<file path="config.mk">
export PLATFORM = sky130hd
export DESIGN_NAME = mult_wb_arbiter
export DESIGN_NICKNAME = d
export VERILOG_FILES = /design/src/rtl/mult_wb_arbiter.sv
export SDC_FILE = /design/constraint.sdc
export NUM_CORES = 1
export LEC_CHECK = 0
export CAP_MARGIN = 30
export CORE_MARGIN = 2
export CORE_UTILIZATION = 30
export DETAILED_ROUTE_END_ITERATION = 12
export DONT_BUFFER_PORTS = 1
export PLACE_DENSITY_LB_ADDON = 0.05
export SLEW_MARGIN = 20
export SYNTH_ARGS = -nofsm -noshare
export SYNTH_HDL_FRONTEND = slang
export SYNTH_SLANG_ARGS = --single-unit
</file>
<file path="constraint.sdc">
create_clock -name clk_i -period 12.82 [get_ports clk_i]
set_input_delay 3.205 -clock clk_i [delete_from_list [all_inputs] [get_ports clk_i]]
set_output_delay 3.205 -clock clk_i [all_outputs]
set_load 0.02 [all_outputs]
</file>
<file path="src/rtl/mult_wb_arbiter.sv">
// Merges mult5 results with the ALU writeback stream onto the single register-file write port.
// MULT_WB_BYPASS_EN lets a lone mult5 result skip the empty buffer with 1-cycle latency.
module mult_wb_arbiter #(
    parameter int FIFO_DEPTH = 2,
    parameter int DATA_W     = 32
) (
    input  logic              clk_i,
    input  logic              rsn_i,
    input  logic              kill_i,
    input  logic [DATA_W-1:0] mult5_int_write_data_i,
    input  logic [4:0]        mult5_write_addr_i,
    input  logic              mult5_int_write_enable_i,
    input  logic [DATA_W-1:0] mult5_instruction_i,
    input  logic [DATA_W-1:0] mult5_pc_i,
    input  logic [DATA_W-1:0] alu_int_write_data_i,
    input  logic [4:0]        alu_write_addr_i,
    input  logic              alu_int_write_enable_i,
    input  logic [DATA_W-1:0] alu_instruction_i,
    input  logic [DATA_W-1:0] alu_pc_i,
    output logic [DATA_W-1:0] rf_write_data_o,
    output logic [4:0]        rf_write_addr_o,
    output logic              rf_write_enable_o,
    output logic [DATA_W-1:0] wb_instruction_o,
    output logic [DATA_W-1:0] wb_pc_o,
    output logic              mult_stall_o,
    output logic              alu_stall_o,
    output logic [3:0]        mult_pending_o
);

    localparam int              PTR_W    = (FIFO_DEPTH > 1) ? $clog2(FIFO_DEPTH) : 1;
    localparam logic [PTR_W-1:0] PTR_LAST = PTR_W'(FIFO_DEPTH - 1);
    localparam logic [3:0]       CNT_FULL = 4'(FIFO_DEPTH);

    logic [DATA_W-1:0] fifo_data  [FIFO_DEPTH];
    logic [4:0]        fifo_addr  [FIFO_DEPTH];
    logic [DATA_W-1:0] fifo_instr [FIFO_DEPTH];
    logic [DATA_W-1:0] fifo_pc    [FIFO_DEPTH];

    logic [PTR_W-1:0]  rd_ptr, wr_ptr;
    logic [3:0]        count;

    logic              fifo_full, fifo_empty, mult_accept;
    logic              enq, deq, win_vld;
    logic [DATA_W-1:0] win_data, win_instr, win_pc;
    logic [4:0]        win_addr;

    function automatic logic [PTR_W-1:0] next_ptr(input logic [PTR_W-1:0] p);
        return (p == PTR_LAST) ? '0 : p + PTR_W'(1);
    endfunction

    assign fifo_full      = (count == CNT_FULL);
    assign fifo_empty     = (count == 4'd0);
    assign mult_accept    = mult5_int_write_enable_i && !fifo_full;
    assign mult_stall_o   = fifo_full;
    assign alu_stall_o    = fifo_full && alu_int_write_enable_i;
    assign mult_pending_o = count;

    // Arbitration from start-of-cycle state; a full buffer drains before the ALU.
    always_comb begin
        enq       = 1'b0;
        deq       = 1'b0;
        win_vld   = 1'b0;
        win_data  = '0;
        win_addr  = '0;
        win_instr = '0;
        win_pc    = '0;
        if (fifo_full) begin
            deq       = 1'b1;
            win_vld   = 1'b1;
            win_data  = fifo_data[rd_ptr];
            win_addr  = fifo_addr[rd_ptr];
            win_instr = fifo_instr[rd_ptr];
            win_pc    = fifo_pc[rd_ptr];
        end else if (alu_int_write_enable_i) begin
            enq       = mult_accept;
            win_vld   = 1'b1;
            win_data  = alu_int_write_data_i;
            win_addr  = alu_write_addr_i;
            win_instr = alu_instruction_i;
            win_pc    = alu_pc_i;
        end else if (!fifo_empty) begin
            enq       = mult_accept;
            deq       = 1'b1;
            win_vld   = 1'b1;
            win_data  = fifo_data[rd_ptr];
            win_addr  = fifo_addr[rd_ptr];
            win_instr = fifo_instr[rd_ptr];
            win_pc    = fifo_pc[rd_ptr];
        end else if (mult_accept) begin
`ifdef MULT_WB_BYPASS_EN
            win_vld   = 1'b1;
            win_data  = mult5_int_write_data_i;
            win_addr  = mult5_write_addr_i;
            win_instr = mult5_instruction_i;
            win_pc    = mult5_pc_i;
`else
            enq       = 1'b1;
`endif
        end
    end

    always_ff @(posedge clk_i) begin
        if (enq && !kill_i) begin
            fifo_data[wr_ptr]  <= mult5_int_write_data_i;
            fifo_addr[wr_ptr]  <= mult5_write_addr_i;
            fifo_instr[wr_ptr] <= mult5_instruction_i;
            fifo_pc[wr_ptr]    <= mult5_pc_i;
        end
    end

    // Output register stage: winner lands on the write port one edge later.
    always_ff @(posedge clk_i or negedge rsn_i) begin
        if (!rsn_i) begin
            count             <= 4'd0;
            rd_ptr            <= '0;
            wr_ptr            <= '0;
            rf_write_enable_o <= 1'b0;
            rf_write_data_o   <= '0;
            rf_write_addr_o   <= '0;
            wb_instruction_o  <= '0;
            wb_pc_o           <= '0;
        end else if (kill_i) begin
            count             <= 4'd0;
            rd_ptr            <= '0;
            wr_ptr            <= '0;
            rf_write_enable_o <= 1'b0;
            rf_write_data_o   <= '0;
            rf_write_addr_o   <= '0;
            wb_instruction_o  <= '0;
            wb_pc_o           <= '0;
        end else begin
            if (enq && !deq)
                count <= count + 4'd1;
            else if (deq && !enq)
                count <= count - 4'd1;
            if (enq)
                wr_ptr <= next_ptr(wr_ptr);
            if (deq)
                rd_ptr <= next_ptr(rd_ptr);
            rf_write_enable_o <= win_vld && (win_addr != 5'd0);
            rf_write_data_o   <= win_data;
            rf_write_addr_o   <= win_addr;
            wb_instruction_o  <= win_instr;
            wb_pc_o           <= win_pc;
        end
    end

endmodule

</file>
-- Yosys cells after proc, flatten, opt, wreduce, memory -nomap -nowiden
Memories as Yosys holds them, arrays and structs flattened.
Index checks and enable logic that the tools add are counted.
W data, S select, Z words.
- bits in registers: 108
- RAM bits: 202
- input port bits: 207
- output and inout port bits: 108
- word-level logic and storage cells: 69
- memories kept: 4
- $add $sub $neg: 4
- equality and inequality tests: 1
- muxes and demuxes: 37
- reductions and logical operators: 15
- memories (name ; depth ; bits a word ; rd ports ; clocked after memory_dff ; write ports ; line ; text):
    fifo_data ; 2 ; 32 ; 1 ; 0 ; 1 ; 34 ; logic [DATA_W-1:0] fifo_data [FIFO_DEPTH];
    fifo_instr ; 2 ; 32 ; 1 ; 0 ; 1 ; 36 ; logic [DATA_W-1:0] fifo_instr [FIFO_DEPTH];
    fifo_pc ; 2 ; 32 ; 1 ; 0 ; 1 ; 37 ; logic [DATA_W-1:0] fifo_pc [FIFO_DEPTH];
    fifo_addr ; 2 ; 5 ; 1 ; 0 ; 1 ; 35 ; logic [4:0] fifo_addr [FIFO_DEPTH];
- operator list (operator ; count):
    $mux W32 ; 12
    $mux W5 ; 4
    $mux W1 ; 18
    $mux W4 ; 3
    $logic_and A1 B1 Y1 ; 6
    $reduce_bool A5 Y1 ; 1
    $add A4 B1 Y4 const B ; 1
    $eq A4 B2 Y1 const B ; 1
    $logic_not A1 Y1 ; 4
    $logic_not A4 Y1 ; 1
    $reduce_bool A2 Y1 ; 2
    $sub A4 B1 Y4 const B ; 1
    $reduce_bool A3 Y1 ; 1
    $add A1 B1 Y1 const B ; 2

-- Longest topological paths before layout
- word-level depth: 12
- depth in mapped cells: 7
- mapped depth without buffers: 7

-- Worst setup path after synthesis
No wires, ideal clock.
- kind: input-to-reg
- start point: input kill_i
- end point: memory fifo_addr[1][0] (enable)
- setup time: 0.705 ns
- arrival: 10.776 ns
- data required time: 12.115 ns
- path slack: 1.338 ns
- stages: 2
- buffers on the path: 1
- path through: clkbuf_1 > nor3b_1
- longest elaborated chain between the ends: 4
- RTL lines (element ; line ; text):
    from (decl) ; 9 ; input logic kill_i,
    $logic_not A1 Y1 ; 103 ; if (enq && !kill_i) begin
    $logic_and A1 B1 Y1 ; 103 ;
    $mux W1 ; 103 ;
    $mux W1 (implied by the code) ; 105 ; fifo_addr[wr_ptr] <= mult5_write_addr_i;
    to (decl) ; 35 ;
No other way between the ends.

-- Worst setup path in the final report
- start point: input alu_int_write_enable_i
- end point: output alu_stall_o
- longest elaborated chain between the ends: 1
- RTL lines (element ; line ; text):
    from (decl) ; 17 ; input logic alu_int_write_enable_i,
    $logic_and A1 B1 Y1 ; 55 ; assign alu_stall_o = fifo_full && alu_int_write_enable_i;
    to (decl) ; 26 ; output logic alu_stall_o,
No other way between the ends.

==> summary by stage <==
Worst hold path
The worst min-delay path class is register to register. The startpoint identified for the worst hold timing path is wr_ptr$_DFFE_PN0P_. The worst hold path terminates at wr_ptr$_DFFE_PN0P_. Along the worst hold path, the cell count comes to 2.

Synth
The flip-flop cell with the highest count after synthesis is sky130_fd_sc_hd__edfxtp_1. The synthesized flop and latch total is 310. The average cell area after synthesis is 16.4 um2. The synthesized design contains 202 enable-type register cells. The leading area contributor after synthesis is sky130_fd_sc_hd__edfxtp_1. The number of warnings issued by yosys is 0.

The synthesized netlist contains 41 unique library cells. The number of nets in the synthesized netlist is 921. The commonest cells after synthesis are 202 x sky130_fd_sc_hd__edfxtp_1, 110 x sky130_fd_sc_hd__nor2_1, 108 x sky130_fd_sc_hd__dfrtp_1.

Summed over its instances, the top area cell type makes up 52.1% of the synthesized netlist area. The share of the Yosys chip area taken by registers is 75.3%. The cell area after synthesis is ~0.012 mm2. In the post-synthesis netlist, the biggest area contributors are sky130_fd_sc_hd__edfxtp_1 52%, sky130_fd_sc_hd__dfrtp_1 23%, sky130_fd_sc_hd__mux2_2 9.8%.

For this run, asynchronously set or reset flops after synthesis account for 34.8%. The most instantiated library cell after synthesis is sky130_fd_sc_hd__edfxtp_1. The post-synthesis instance total is 711.

Global route
The number of global-route vias before repair is approximately 6.4k. The total overflow left after global routing is 0. The first global-routing pass estimated ~42 mm of wire.

For this run, the total global-route usage over all layers was measured as 14.0%. The maximum number of pins on one net before global-route repair is 112. The initial antenna violation count is 1.

Setup path
For the worst setup path, the data required time is 9.61 ns. The critical path is of the input port to output pin type. The largest individual stage delay along the critical path comes from the cell sky130_fd_sc_hd__and3_1. The register-to-register setup slack is 9.87 ns.

The number of buffers and inverters on the critical path is 0. Measured in cells, the most critical reg-to-reg path has a length of 5. The signal on the critical path passes through and3_1. Data on the critical path arrives at its endpoint at 3.46 ns. In this design, the stage delay of the slowest critical-path cell is 0.25 ns. The worst register-to-register path ends at rf_write_enable_o$_DFF_PN0_. The startpoint type of the worst setup path is an input port. The kind of capture point of the worst setup path is an output pin. The largest delay contributor family on the critical path is simple AND/OR/NAND/NOR gates. The startpoint of the most critical setup path is alu_int_write_enable_i. The largest fanout of any net on the critical path is 5.

The startpoint identified for the worst register-to-register timing path is mult_pending_o[3]$_DFFE_PN0P_.

STA
Setup repair after global routing left no endpoint under its margin. The number of hold violations in the final report was 0. Derived from the worst setup path, the maximum achievable clock frequency is 0.150 GHz. Measured against its own limit, the worst slew margin works out to 36.1%. The max-slew violation count came to 0. Setup violations remaining at the end of the flow were counted as 0. Across the routed clock network, the largest skew measured is between 0.01 and 0.015 ns.

The final period demand of the worst path is between 6 and 7 ns. For the pin with the worst max-slew slack, the measured transition is 0.959 ns. The worst setup slack after layout is 6.15 ns.

For the final routed database, the setup TNS stands at 0 ns. The final critical path takes up between 50% and 60% of the cycle.

Route
For this run, design rule violations remaining after detail routing come to 0. In this run, the number of DRC markers left after iteration 0 of detailed routing was 344. Dividing the detail-routed via count by the number of cells gives ~4.8. The via count of the routed design is 6103. The routed length per instance is between 20 and 25 um. The post-detailed-route count of antenna-violating nets is 0. The first detailed-routing pass ran for 5 iterations. Summed over all layers, the routed wires come to around 28 mm.

Clock network
The maximum count of clock buffers along a single path is 3. The post-CTS setup-driven buffer insertion count is 0. Buffers inserted during clock tree synthesis total 37. In this run, post-CTS hold repair placed 0 buffers.

The clock net in this run drives a total of 310 sinks. The number of instances resized during post-cts repair is 0. The CTS tree is yes. The clock tree synthesis step divided the H-tree into 2 levels. Clock latency on the worst-skew pair, taken at its later pin, is 0.53 ns. CTS placed an instance of sky130_fd_sc_hd__clkbuf_16 at the clock tree root.

The clock transition at the registers of the reported paths is 0.06 ns.

Run status
The run finished with clean final reports.

Floorplanning
The area enclosed by the die boundary is approximately 0.040 mm2. The total number of placement rows is 72. The starting density of the core is 30.3%. In this run the vertical extent of the chip is 201 um. From left edge to right edge, the die measures 201 um.

The area inside the core boundary is 0.0385 mm2. The count of pins on the block boundary is 315.

Cells and area
0 antenna diodes ended up in the layout. The layout cell share with drive strength beyond 1 is 24.4%. Fill cells in the final layout number 3695. After the last flow step, the layout net total stands at 924. For this run, the number of standard cells in the final layout without fillers is about 1.3k. The synthesis-to-finish area growth is 15.9%.

Placed design
During placement, the flow inserted port buffers numbering 0. The pre-CTS worst setup slack is 6.15 ns. At the end of routability-driven placement, the weighted congestion stood at between 0.7 and 0.8.

In this run, placement finished with an instance count of 1192. Once detailed placement completed, the half-perimeter wirelength came to ~18 mm.

Power and ir drop
The analysis attributes to net switching a power of between 0.0009 and 0.001 W. Power spread over the standard cell area amounts to roughly 220 mW/mm2. The largest voltage drop on the vdd net is 0.115 mV. The internal portion of total power is ~0.0021 W.

After layout, the design draws a total of 0.00303 W. In this run switching power makes up 30.4% of total power. In this run the static leakage power is 4.94 nW.

In this run, flip-flops and latches consume 47.0% of the power. Combinational logic burns ~18% of the power. The clock power share is 34.6%.

Run
The number of maximum-capacitance constraint violations is 0.
## per-layer routing
metal  GRT usage [%]  vias up  wire, um
met5               0        -        12
met2            22.2      248     13500
li1                -     2680         -
met4            5.21        2       719
met3            5.94       53      2860
met1            17.1     3120     11300
## logic make-up after synthesis
group                    share of synthesized area (%)
buffers and inverters                             1.91
XOR/XNOR                                         0.376
AND/OR/NAND/NOR                                   4.73
adder cells (fa/ha/maj)                          0.387
multiplexers                                      10.2
AO/OA/AOI/OAI                                     7.13
flip-flops                                        75.3
## worst max path at each step
stage,end,cells after the start
2_1_floorplan,fifo_addr[1][0]$_DFFE_PP_,2
3_5_place_dp,alu_stall_o,1
6_report,alu_stall_o,1
3_3_place_gp,alu_stall_o,1
4_1_cts,alu_stall_o,1
5_1_grt,alu_stall_o,1
## power groups by stage
| stage | Sequential [W] | Combinational (W) | Clock (W) |
|---|---|---|---|
| detailed placement | 0.00145 | 0.000567 | 0 |
| floorplan | 0.00141 | 0.000469 | 0 |
| global route | 0.00144 | 0.000625 | 0.00113 |
| CTS | 0.00143 | 0.000567 | 0.00109 |
| finish | 0.00143 | 0.000557 | 0.00105 |
| global placement | 0.00145 | 0.000547 | 0 |
## state kept, by name, summed over array words and instances, names as in the netlist
name               count
fifo_data             64
fifo_instr            64
fifo_pc               64
rf_write_data_o       32
wb_instruction_o      32
wb_pc_o               32
fifo_addr             10
rf_write_addr_o        5
mult_pending_o         4
rd_ptr                 1
rf_write_enable_o      1
wr_ptr                 1
## layout make-up
| cell class | count | area (um2) | share of cell area [%] |
|---|---|---|---|
| Clock inverter | 12 | 91.3 | 0.676 |
| Timing Repair Buffer | 10 | 135 | 1.00 |
| Multi-Input combinational cell | 352 | 2690 | 19.9 |
| Tap cell | 518 | 648 | 4.80 |
| Clock buffer | 55 | 1160 | 8.59 |
| Sequential cell | 310 | 8770 | 65.0 |
| Inverter | 3 | 11.3 | 0.0834 |
## per-stage QoR
stage	utilization, %	area (um2)	hold slack [ns]
2_1_floorplan	-	11700	0.519
3_3_place_gp	31.6	12200	0.553
3_5_place_dp	31.8	12200	0.608
4_1_cts	35.0	13500	0.609
5_1_grt	35.1	13500	0.635
6_report	35.1	13500	0.604
## cells in the final DEF, fill, tap and decap left out, drive strengths merged, types with 3 or more instances in the layout
cell type,synthesis,final
inv,3,5
mux2,101,101
clkbuf,17,55
dfrtp,108,108
nor3,3,3
nor2,111,111
edfxtp,202,202
mux2i,4,4
clkinv,0,9
xnor2,3,3
buf,29,10
a22oi,100,100
Power figures use the tool's default switching activity.
